===== src/rtl/frame_release.sv =====
// frame_release: write-back half of the QA polled-driver frame reader.
// Every release_frame pulse queues one WrLine to the header line of the
// frame at the current release index, handing that frame back to the host.
// The shared QA types live in the package at the top of this file.

package qa_pkg;

  localparam int LOG_FRAME_BASE_POINTER = 25;
  localparam int LOG_FRAME_NUMBER       = 3;
  localparam int LOG_FRAME_CHUNKS       = 4;
  localparam int ADDR_W  = LOG_FRAME_BASE_POINTER + LOG_FRAME_NUMBER + LOG_FRAME_CHUNKS;
  localparam int MDATA_W = 16;
  localparam int DATA_W  = 512;

  typedef enum logic [3:0] {
    RT_NONE   = 4'h0,
    RT_WRLINE = 4'h2,
    RT_RDLINE = 4'h4
  } request_type_t;

  typedef struct packed {
    logic [5:0]         rsvd;
    request_type_t      request_type;
    logic [ADDR_W-1:0]  address;
    logic [MDATA_W-1:0] mdata;
  } header_t;

  typedef struct packed {
    logic request;
  } channel_req_t;

  typedef struct packed {
    channel_req_t      read;
    header_t           read_header;
    channel_req_t      write;
    header_t           write_header;
    logic [DATA_W-1:0] data;
  } frame_arb_t;

  typedef struct packed {
    logic reader_grant;
    logic writer_grant;
  } channel_grant_arb_t;

  typedef struct packed {
    logic        afu_en;
    logic [31:0] afu_ctl;
  } afu_csr_t;

endpackage

module frame_release
  import qa_pkg::*;
#(
  parameter int N_PENDING_BITS = LOG_FRAME_NUMBER + 1
) (
  input  logic                              clk,
  input  logic                              resetb,
  input  afu_csr_t                          csr,
  output frame_arb_t                        frame_reader,
  input  channel_grant_arb_t                write_grant,
  input  logic [LOG_FRAME_BASE_POINTER-1:0] frame_base_pointer,
  input  logic                              release_frame
);

  typedef enum logic {
    S_IDLE = 1'b0,
    S_REQ  = 1'b1
  } state_t;

  state_t                      state_q, state_d;
  logic [N_PENDING_BITS-1:0]   pending_q, pending_d;
  logic [LOG_FRAME_NUMBER-1:0] release_frame_number_q, release_frame_number_d;

  logic write_request;
  logic grant_taken;

  // Only afu_en and writer_grant matter here; the rest is tied off.
  logic unused_inputs;
  assign unused_inputs = ^{csr.afu_ctl, write_grant.reader_grant};

  // The request is a pure function of the registered state.
  assign write_request = (state_q == S_REQ);
  assign grant_taken   = write_request && write_grant.writer_grant;

  // Next-state: outstanding count, release index and FSM state.
  always_comb begin
    // NOTE: every variable gets a default before any branch, so no path
    // through this block can leave it unassigned and infer a latch.
    pending_d              = pending_q;
    release_frame_number_d = release_frame_number_q;
    state_d                = state_q;

    unique case ({release_frame, grant_taken})
      2'b10:   pending_d = pending_q + N_PENDING_BITS'(1);
      2'b01:   pending_d = pending_q - N_PENDING_BITS'(1);
      default: pending_d = pending_q;
    endcase

    // Same modulo-2^LOG_FRAME_NUMBER ring the reader walks.
    if (grant_taken) begin
      release_frame_number_d = release_frame_number_q + LOG_FRAME_NUMBER'(1);
    end

    // REQ exactly while something remains to be written back.
    state_d = (pending_d != '0) ? S_REQ : S_IDLE;

    // Disabling the AFU abandons any outstanding write-backs.
    if (!csr.afu_en) begin
      pending_d              = '0;
      release_frame_number_d = '0;
      state_d                = S_IDLE;
    end
  end

  // State register; async reset, afu_en acts as sync clear above.
  // NOTE: sequential state uses non-blocking assignments so every flop
  // samples the pre-edge value of the others.
  always_ff @(posedge clk or negedge resetb) begin
    if (!resetb) begin
      state_q                <= S_IDLE;
      pending_q              <= '0;
      release_frame_number_q <= '0;
    end else begin
      state_q                <= state_d;
      pending_q              <= pending_d;
      release_frame_number_q <= release_frame_number_d;
    end
  end

  // Arbitration request: header line of the frame being released.
  always_comb begin
    frame_reader               = '0;
    frame_reader.write.request = write_request;
    if (write_request) begin
      frame_reader.write_header.request_type = RT_WRLINE;
      frame_reader.write_header.address      = {frame_base_pointer,
                                                release_frame_number_q,
                                                {LOG_FRAME_CHUNKS{1'b0}}};
    end
  end

endmodule


===== config.mk =====
export PLATFORM = sky130hd
export DESIGN_NAME = frame_release
export DESIGN_NICKNAME = d
export VERILOG_FILES = /design/src/rtl/frame_release.sv
export SDC_FILE = /design/constraint.sdc
export NUM_CORES = 1
export LEC_CHECK = 0
export BUFFER_PORTS_ARGS = -buffer_cell sky130_fd_sc_hd__buf_2
export CAP_MARGIN = 10
export CORE_AREA = 2 2 266 268
export CTS_BUF_LIST = sky130_fd_sc_hd__clkbuf_4 sky130_fd_sc_hd__clkbuf_8
export CTS_CLUSTER_SIZE = 16
export DETAILED_ROUTE_END_ITERATION = 6
export DIE_AREA = 0 0 268 270
export PLACE_DENSITY = 0.31
export SYNTH_ARGS = -nofsm -noshare
export SYNTH_HDL_FRONTEND = slang
export SYNTH_SLANG_ARGS = --single-unit
export TNS_END_PERCENT = 10

===== constraint.sdc =====
create_clock -name clk -period 4.1 [get_ports clk]
set_input_delay 1.025 -clock clk [delete_from_list [all_inputs] [get_ports clk]]
set_output_delay 1.025 -clock clk [all_outputs]
set_load 0.05 [all_outputs]

==> impl_metrics.py, run 1 <==
metrics = {
    "cells_and_area": {
        "area_growth_pct": -14.6,
        "final_common_cell": "conb_1",
        "drive_gt1_share_pct": 8.66,
        "final_cell_mix": "conb_1, buf_2, and2_1, dfrtp_1",
        "nets": 808,
        "final_util_pct": 6.37,
        "stdcell_count": 1680,
    },
    "die": {
        "die_y_um": 270,
        "ios": 693,
        "initial_core_util_pct": 7.46,
        "coreArea_sq_um": 69500,
        "die_x_um": 268,
        "rows": 97,
        "fp.dieArea_sq_um": 72400,
    },
    "global_route": {
        "met1_usage_pct": 0.683,
        "grtUsageMet2_pct": 3.79,
        "grt_util_met3_pct": 0.210,
        "grt_overflow": 0,
        "antenna_found_initial": 2,
        "grt.total_usage_pct": 1.54,
        "grt_pass1_vias": 1294,
        "grt_max_degree": 29,
        "grt_pass1_wl_um": 8020,
        "busiest_layer": "met2",
    },
    "sta": {
        "worst_clock_skew_ns": 0.00308,
        "fin_crit_ns": 2.61,
        "setup_violations": 0,
        "drv_slew": 0,
        "hold_viol": 0,
        "hold_slack_ns": 0.534,
        "max_freq_mhz": 382,
        "final.period_utilization_pct": 63.8,
        "fin_setup_tns_ns": 0,
        "rsz0062_at_grt": "no",
    },
    "detailed_routing": {
        "drt_first_pass_iters": 4,
        "ant_nets": 0,
        "via_count": 2250,
        "drc": 0,
        "drt_wl_total_um": 7160,
        "vias_per_cell": 1.34,
        "drt-initial-drc-count": 35,
        "wl_per_cell_um": 4.26,
    },
    "clock_network": {
        "ctsHoldBuffers": 0,
        "cts.sinks": 8,
        "path_clk_slew_ns": 0.04,
        "cts_buffers": 3,
        "clock-root-buffer": "clkbuf_8",
        "clockBufferDepth": 2,
        "cts_max_level": 1,
        "post_cts_buffers": 0,
        "cts_tree": "built",
        "clk_latency_ns": 0.23,
        "post_cts_resized": 0,
    },
    "worst_setup_path": {
        "path_class": "input pin to output pin",
        "worstPathArrival_ns": 1.59,
        "max_stage_delay_ns": 0.30,
        "crit_chain": "buf_2 -> and2_1 -> buf_2",
        "endpoint_kind": "output pin",
        "start_kind": "input pin",
        "crit_required_ns": 3.07,
        "timing.critical_path.mode_cell": "buf_2",
        "cp_slowest_cell": "buf_2",
        "worstPathMaxFanout": 1,
    },
    "pwr": {
        "clockPowerShare_pct": 5.4,
        "internal_power_mw": 0.242,
        "p_seq_share_pct": 6.1,
        "cellPowerDensity_nw_per_um2": 392,
        "sw_frac_of_total_pct": 86.1,
        "p_switching_mw": 1.49,
        "power.share.combinational_pct": 88.5,
        "p_leak_nw": 2.56,
        "peakVddDrop_mv": 0.193,
    },
    "logic_synthesis": {
        "yosysTopAreaCell": "buf_4",
        "muxShareOfSynthArea_pct": 0.386,
        "ys_types": 26,
        "synthXorXnorAreaFrac_pct": 0.675,
        "postSynth.asyncResetShare_pct": 100,
        "avgSynthCellArea_sq_um": 7.61,
        "ys.flop_type": "dfrtp_1",
        "ys_seq_elements": 8,
        "synth_top_family_by_area": "buffers and inverters",
        "synth_cells": 682,
        "synth_edf_count": 0,
        "synth_compound_area_share_pct": 1.11,
        "synth_area_leaders": "buf_4, dfrtp_1, and2_1",
        "synth_top_area_share_pct": 87.1,
        "syn-cell-area_sq_um": 5190,
        "yosysSeqAreaShare_pct": 3.86,
        "synthSimpleGateAreaFrac_pct": 5.38,
        "synth_fa_ha_area_share_pct": 0.965,
        "yosysWarningCount": 0,
    },
    "placement": {
        "gp_congestion": 0.660,
        "dp_hpwl_um": 7020,
        "io_buffers": 59,
        "placed_cells": 1676,
    },
    "outcome": {
        "run_status": "finished clean",
    },
    "flow_run": {
        "cap_violations": 0,
    },
    "worst_hold_path": {
        "min_path_type": "flip-flop to flip-flop",
    },
}
==> area by class of cell <==
type	instances	area [sq um]
fill	8319	65100
multi-input combinational	665	2690
tap	940	1180
timing repair buffer	60	303
sequential	8	200
clock buffer	3	41.3
inverter	3	11.3
antenna	1	2.50
==> worst paths after layout <==
check,start,endpoint,slack (ns),depth (start not counted)
max,frame_base_pointer[9],frame_reader[544],1.49,3
min,release_frame_number_q[2],release_frame_number_q[2],0.53,2
max reg2reg,state_q,state_q,1.98,9
min reg2reg,release_frame_number_q[2],release_frame_number_q[2],0.53,2
max in group asynchronous,resetb,pending_q[3],3.27,1
min in group asynchronous,resetb,pending_q[2],0.64,1
==> sequential cells by signal, indices dropped and copies added (netlist names) <==
name,flops
pending_q,4
release_frame_number_q,3
state_q,1
==> metal layers <==
metal  wire, um  vias to the layer above  share of wire [%]
met5          0                        -                  0
met4        214                        0                3.0
met3       1170                        4                 16
met2       4760                      319                 66
met1       1020                      950                 14
li1           -                      977                  -
==> per-stage QoR <==
stage	power, mW	cell area [sq um]	setup slack, ns
after floorplan	1.99	7440	1.60
after global placement	1.64	4380	1.23
after detailed placement	1.63	4380	1.28
after CTS	1.73	4430	1.47
after global routing	1.80	4430	1.31
final	1.73	4430	1.49
==> worst max-delay path, delay by kind of cell <==
family / cells / cell delay [ns]
buffers and inverters: 2 / 0.37
and+or+nand+nor: 1 / 0.19
==> cell families after synthesis <==
family                     count (synthesis)
muxes                                      2
xor gates and xnor gates                   4
adders and majority gates                  4
DFF                                        8
other                                      1
buffers and inverters                    608
and+or+nand+nor                           47
AOI/OAI and AO/OA                          8
==> synthesized netlist by cell type, drive strengths merged, types with 3 or more instances <==
cell type	count
clkbuf	3
nand2b	3
dfrtp	8
inv	3
a21oi	3
xor2	3
nand2	3
nor2	4
and2	28
ha	4
buf	602
==> power groups by stage <==
stage / clock, mW / sequential [mW] / combinational, mW
finish: 0.0937 / 0.106 / 1.54
global route: 0.102 / 0.109 / 1.59
detailed placement: 0 / 0.107 / 1.53
floorplan: 0 / 0.102 / 1.89
CTS: 0.0980 / 0.106 / 1.53
global placement: 0 / 0.108 / 1.53
No activity file was read; power rests on OpenSTA's default activity.
==> run 2, diff against run 1 <==
==> constraint.sdc (replaced) <==
create_clock -name clk -period 2.6 [get_ports clk]
set_input_delay 0.65 -clock clk [delete_from_list [all_inputs] [get_ports clk]]
set_output_delay 0.65 -clock clk [all_outputs]
set_load 0.05 [all_outputs]
==> run 2 against run 1 <==
Compared with the run above:
- sequential power is 53% higher
- clock skew is 0.0029 ns higher
- flip-flop and latch count stayed put
- combinational power increased by 58%
- hold slack worse by 0.27 ns
- sequential share of layout area about the same
- die area unchanged
- setup slack lost 1.0 ns
- largest cell class unchanged
==> impl_metrics.py, run 2 (synthesis gave the netlist of run 1 again) <==
metrics = {
    "outcome": {
        "run_status": "finished clean",
    },
    "worst_setup_path": {
        "start_kind": "input pin",
        "rr_startpoint": "state_q",
        "r2r-end": "state_q",
        "path_class": "input pin to flip-flop",
        "worstPathMaxFanout": 4,
        "crit_required_ns": 2.69,
        "max_stage_delay_ns": 0.24,
        "worstPathArrival_ns": 2.22,
        "reg2reg_slack_ns": 0.63,
        "ff2ff_path_depth": 9,
        "path_buf_inv": 2,
        "crit_chain": "buf_2 -> nand2_1 -> inv_1 -> ha_1 -> xor2_1 -> ha_1 -> a21oi_1 -> mux2i_1 -> xnor2_1 -> a41oi_2",
        "timing.critical_path.mode_cell": "ha_1",
        "worstSetupEndpoint": "state_q",
        "cp_slowest_cell": "mux2i_1",
        "cp-startpoint": "write_grant[0]",
        "critical_path_depth": 10,
        "endpoint_kind": "flip-flop",
        "cpLargestDelayFamily": "adder cells",
    },
    "sta": {
        "rsz0062_at_grt": "no",
        "worst_clock_skew_ns": 0.00596,
        "setup_violations": 0,
        "fin_crit_ns": 2.14,
        "fin_setup_tns_ns": 0,
        "hold_viol": 0,
        "max_freq_mhz": 468,
        "final.period_utilization_pct": 82.2,
        "drv_slew": 0,
    },
    "global_route": {
        "grt_max_degree": 32,
        "grt_util_met3_pct": 0.191,
        "grt_pass1_vias": 1330,
        "grt_overflow": 0,
        "grt_pass1_wl_um": 8270,
        "grtUsageMet2_pct": 3.82,
        "grt.total_usage_pct": 1.57,
        "busiest_layer": "met2",
        "antenna_found_initial": 2,
        "met1_usage_pct": 0.744,
    },
    "detailed_routing": {
        "via_count": 2270,
        "wl_per_cell_um": 4.25,
        "vias_per_cell": 1.35,
        "drt_wl_total_um": 7140,
        "drc": 0,
        "ant_nets": 0,
        "drt_first_pass_iters": 3,
        "drt-initial-drc-count": 8,
    },
    "pwr": {
        "peakVddDrop_mv": 0.242,
        "cellPowerDensity_nw_per_um2": 619,
        "p_leak_nw": 2.57,
    },
    "clock_network": {
        "cts_tree": "built",
        "post_cts_buffers": 0,
        "clock-root-buffer": "clkbuf_8",
        "cts.sinks": 8,
        "path_clk_slew_ns": 0.04,
        "ctsHoldBuffers": 0,
        "clk_latency_ns": 0.23,
        "cts_max_level": 1,
        "post_cts_resized": 0,
        "clockBufferDepth": 2,
        "cts_buffers": 3,
    },
    "die": {
        "initial_core_util_pct": 7.46,
        "rows": 97,
        "coreArea_sq_um": 69500,
        "die_y_um": 270,
        "ios": 693,
        "fp.dieArea_sq_um": 72400,
        "die_x_um": 268,
    },
    "placement": {
        "place_area_sq_um": 4390,
        "gp_congestion": 0.654,
        "dp_hpwl_um": 6980,
        "io_buffers": 59,
    },
    "flow_run": {
        "cap_violations": 0,
    },
    "cells_and_area": {
        "drive_gt1_share_pct": 8.78,
        "nets": 809,
        "largest_register": "pending_q",
        "fin_area_sq_um": 4440,
        "final_cell_mix": "conb_1, buf_2, and2_1, dfrtp_1",
        "area_growth_pct": -14.5,
        "final_common_cell": "conb_1",
        "reg_top3": "pending_q x4, release_frame_number_q x3, state_q x1",
        "largest_register_ffs": 4,
    },
    "worst_hold_path": {
        "min_path_type": "input pin to asynchronous set/reset pin",
    },
}
==> run 2: worst min-delay path by stage <==
stage | from | endpoint
2_1_floorplan | resetb | pending_q[0]
3_3_place_gp | resetb | release_frame_number_q[1]
3_5_place_dp | resetb | release_frame_number_q[1]
4_1_cts | resetb | state_q
5_1_grt | resetb | state_q
6_report | resetb | state_q
==> run 2: where the power goes <==
group | internal (mW) | leakage, nW | switching (mW)
combinational | 0.141 | 2.44 | 2.29
clock | 0.100 | 0.0216 | 0.0485
sequential | 0.143 | 0.107 | 0.0189
total | 0.384 | 2.57 | 2.36
==> run 2: per-layer routing <==
metal,vias up,part of all wire (%)
li1,981,-
met1,964,14
met2,321,67
met3,4,16
met4,0,3.1
met5,-,0
==> run 2: final cells by class <==
type,count,area [sq um]
diodes,1,2.50
clock buffers,3,41.3
fillers,8322,65100
inverters,3,11.3
multi-input cells,665,2690
flip-flops and latches,8,200
well taps,940,1180
repair buffers,61,310
==> run 2: through the flow <==
stage	power, mW	util, %	instances	setup WS, ns	hold WS, ns
after global placement	2.59	6.32	1677	0.183	0.517
after CTS	2.74	6.37	1680	0.421	0.275
after floorplan	3.14	-	1281	0.470	0.354
final	2.74	6.38	1681	0.462	0.268
after detailed placement	2.58	6.32	1677	0.188	0.519
after global routing	2.84	6.38	1681	0.305	0.280
==> run 3, diff against run 2 <==
==> constraint.sdc (replaced) <==
create_clock -name clk -period 2 [get_ports clk]
set_input_delay 0.5 -clock clk [delete_from_list [all_inputs] [get_ports clk]]
set_output_delay 0.5 -clock clk [all_outputs]
set_load 0.05 [all_outputs]
==> run 3 against run 2 <==
Compared with the run above:
- total power up 30%
- first-iteration DRC count rose to 2.6 times the previous value
- clock skew about the same
- largest cell class unchanged
- critical endpoint unchanged
- final cell count up 0.30%
- largest power group unchanged
- sequential power up 31%
==> impl_metrics.py, run 3 (synthesis gave the netlist of run 1 again) <==
metrics = {
    "worst_setup_path": {
        "start_kind": "flip-flop",
        "ff2ff_path_depth": 9,
        "endpoint_kind": "flip-flop",
        "path_class": "flip-flop to flip-flop",
        "worstPathMaxFanout": 2,
        "worstPathArrival_ns": 1.96,
        "r2r-end": "state_q",
        "crit_required_ns": 2.10,
        "reg2reg_slack_ns": 0.14,
        "rr_startpoint": "state_q",
    },
    "pwr": {
        "p_switching_mw": 3.07,
        "internal_power_mw": 0.513,
        "cellPowerDensity_nw_per_um2": 800,
        "clockPowerShare_pct": 5.5,
        "sw_frac_of_total_pct": 85.7,
        "p_seq_share_pct": 5.9,
        "p_leak_nw": 2.59,
        "peakVddDrop_mv": 0.291,
        "power.share.combinational_pct": 88.6,
        "finalPower_mw": 3.58,
    },
    "die": {
        "die_y_um": 270,
        "rows": 97,
        "die_x_um": 268,
        "coreArea_sq_um": 69500,
        "initial_core_util_pct": 7.46,
        "ios": 693,
        "fp.dieArea_sq_um": 72400,
    },
    "placement": {
        "io_buffers": 59,
        "dp_hpwl_um": 6970,
        "placed_cells": 1682,
        "gp_congestion": 0.649,
    },
    "global_route": {
        "grt_overflow": 0,
        "antenna_found_initial": 2,
        "grt_pass1_vias": 1343,
        "grt_pass1_wl_um": 7980,
        "grt.total_usage_pct": 1.53,
        "grt_max_degree": 32,
    },
    "detailed_routing": {
        "via_count": 2283,
        "drt_first_pass_iters": 3,
        "vias_per_cell": 1.35,
        "wl_per_cell_um": 4.22,
        "drt-initial-drc-count": 21,
        "drt_wl_total_um": 7110,
        "drc": 0,
        "ant_nets": 0,
    },
    "sta": {
        "worst_clock_skew_ns": 0.00636,
        "fin_crit_ns": 1.86,
        "setup_violations": 0,
        "final.period_utilization_pct": 93.2,
        "drv_slew": 0,
        "hold_slack_ns": 0.111,
        "hold_viol": 0,
        "rsz0062_at_grt": "no",
        "fin_setup_tns_ns": 0,
        "max_freq_mhz": 537,
    },
    "cells_and_area": {
        "final_cell_mix": "conb_1, buf_2, and2_1, dfrtp_1, buf_4",
        "fillerInstances": 8307,
        "largest_register": "pending_q",
        "largest_register_ffs": 4,
        "area_growth_pct": -13.7,
        "reg_top3": "pending_q x4, release_frame_number_q x3, state_q x1",
        "stdcell_count": 1686,
        "nets": 814,
        "final_common_cell": "conb_1",
        "drive_gt1_share_pct": 9.53,
    },
    "clock_network": {
        "cts_buffers": 3,
        "clockBufferDepth": 2,
        "clk_latency_ns": 0.23,
        "path_clk_slew_ns": 0.05,
        "cts_tree": "built",
        "cts.sinks": 8,
        "ctsHoldBuffers": 0,
        "cts_max_level": 1,
        "clock-root-buffer": "clkbuf_8",
    },
    "worst_hold_path": {
        "min_path_type": "input pin to asynchronous set/reset pin",
    },
    "flow_run": {
        "cap_violations": 0,
    },
    "outcome": {
        "run_status": "finished clean",
    },
}
==> run 3: power by group through the flow <==
stage	Sequential, mW	Clock [mW]	Combinational (mW)
finish	0.212	0.197	3.17
global route	0.217	0.214	3.29
CTS	0.212	0.205	3.16
detailed placement	0.213	0	3.16
global placement	0.215	0	3.17
floorplan	0.210	0	3.88
==> run 3: layout make-up <==
class,count,area [sq um],share of cell area (%)
antenna,1,2.50,0.0559
timing repair buffer,66,348,7.77
tap,940,1180,26.3
inverter,3,11.3,0.252
sequential,8,200,4.47
multi-input combinational,665,2700,60.3
clock buffer,3,41.3,0.922
==> run 3: repair_timing <==
item | CTS | global route
setup buffers | 0 | 0
resized for setup | 0 | 1
setup endpoints to repair | 0 | 1
==> run 3: worst max-delay path, cell delays in order (launching register included) <==
cell and delay [ns]:
dfrtp_1 0.38, nand2_1 0.08, inv_1 0.06, ha_1 0.20, xor2_1 0.16, ha_1 0.20
a21oi_2 0.11, mux2i_1 0.22, xnor2_1 0.18, a41oi_2 0.13
==> run 3: metrics by stage <==
step                      worst slack, ns  utilization, %  area [sq um]
after floorplan                    0.0205               -          7440
after global placement             -0.184            6.37          4430
after detailed placement           -0.143            6.37          4430
after CTS                          0.0759            6.43          4470
after global routing              0.00938            6.44          4480
final                               0.136            6.44          4480
==> run 3: worst max path at each step <==
stage | startpoint | end | slack (ns) | depth (start not counted)
finish | state_q | state_q | 0.14 | 9
global route | state_q | state_q | 0.009 | 9
CTS | state_q | state_q | 0.08 | 9
detailed placement | write_grant[0] | state_q | -0.14 | 10
global placement | write_grant[0] | state_q | -0.18 | 10
floorplan | write_grant[0] | state_q | 0.02 | 9
==> run 3: per-layer routing <==
metal | global-route usage, % | vias to the layer above | wire [um]
met5 | 0 | - | 0
met2 | 3.80 | 321 | 4730
met3 | 0.228 | 8 | 1210
met4 | 1.46 | 0 | 223
li1 | - | 988 | -
met1 | 0.650 | 966 | 943
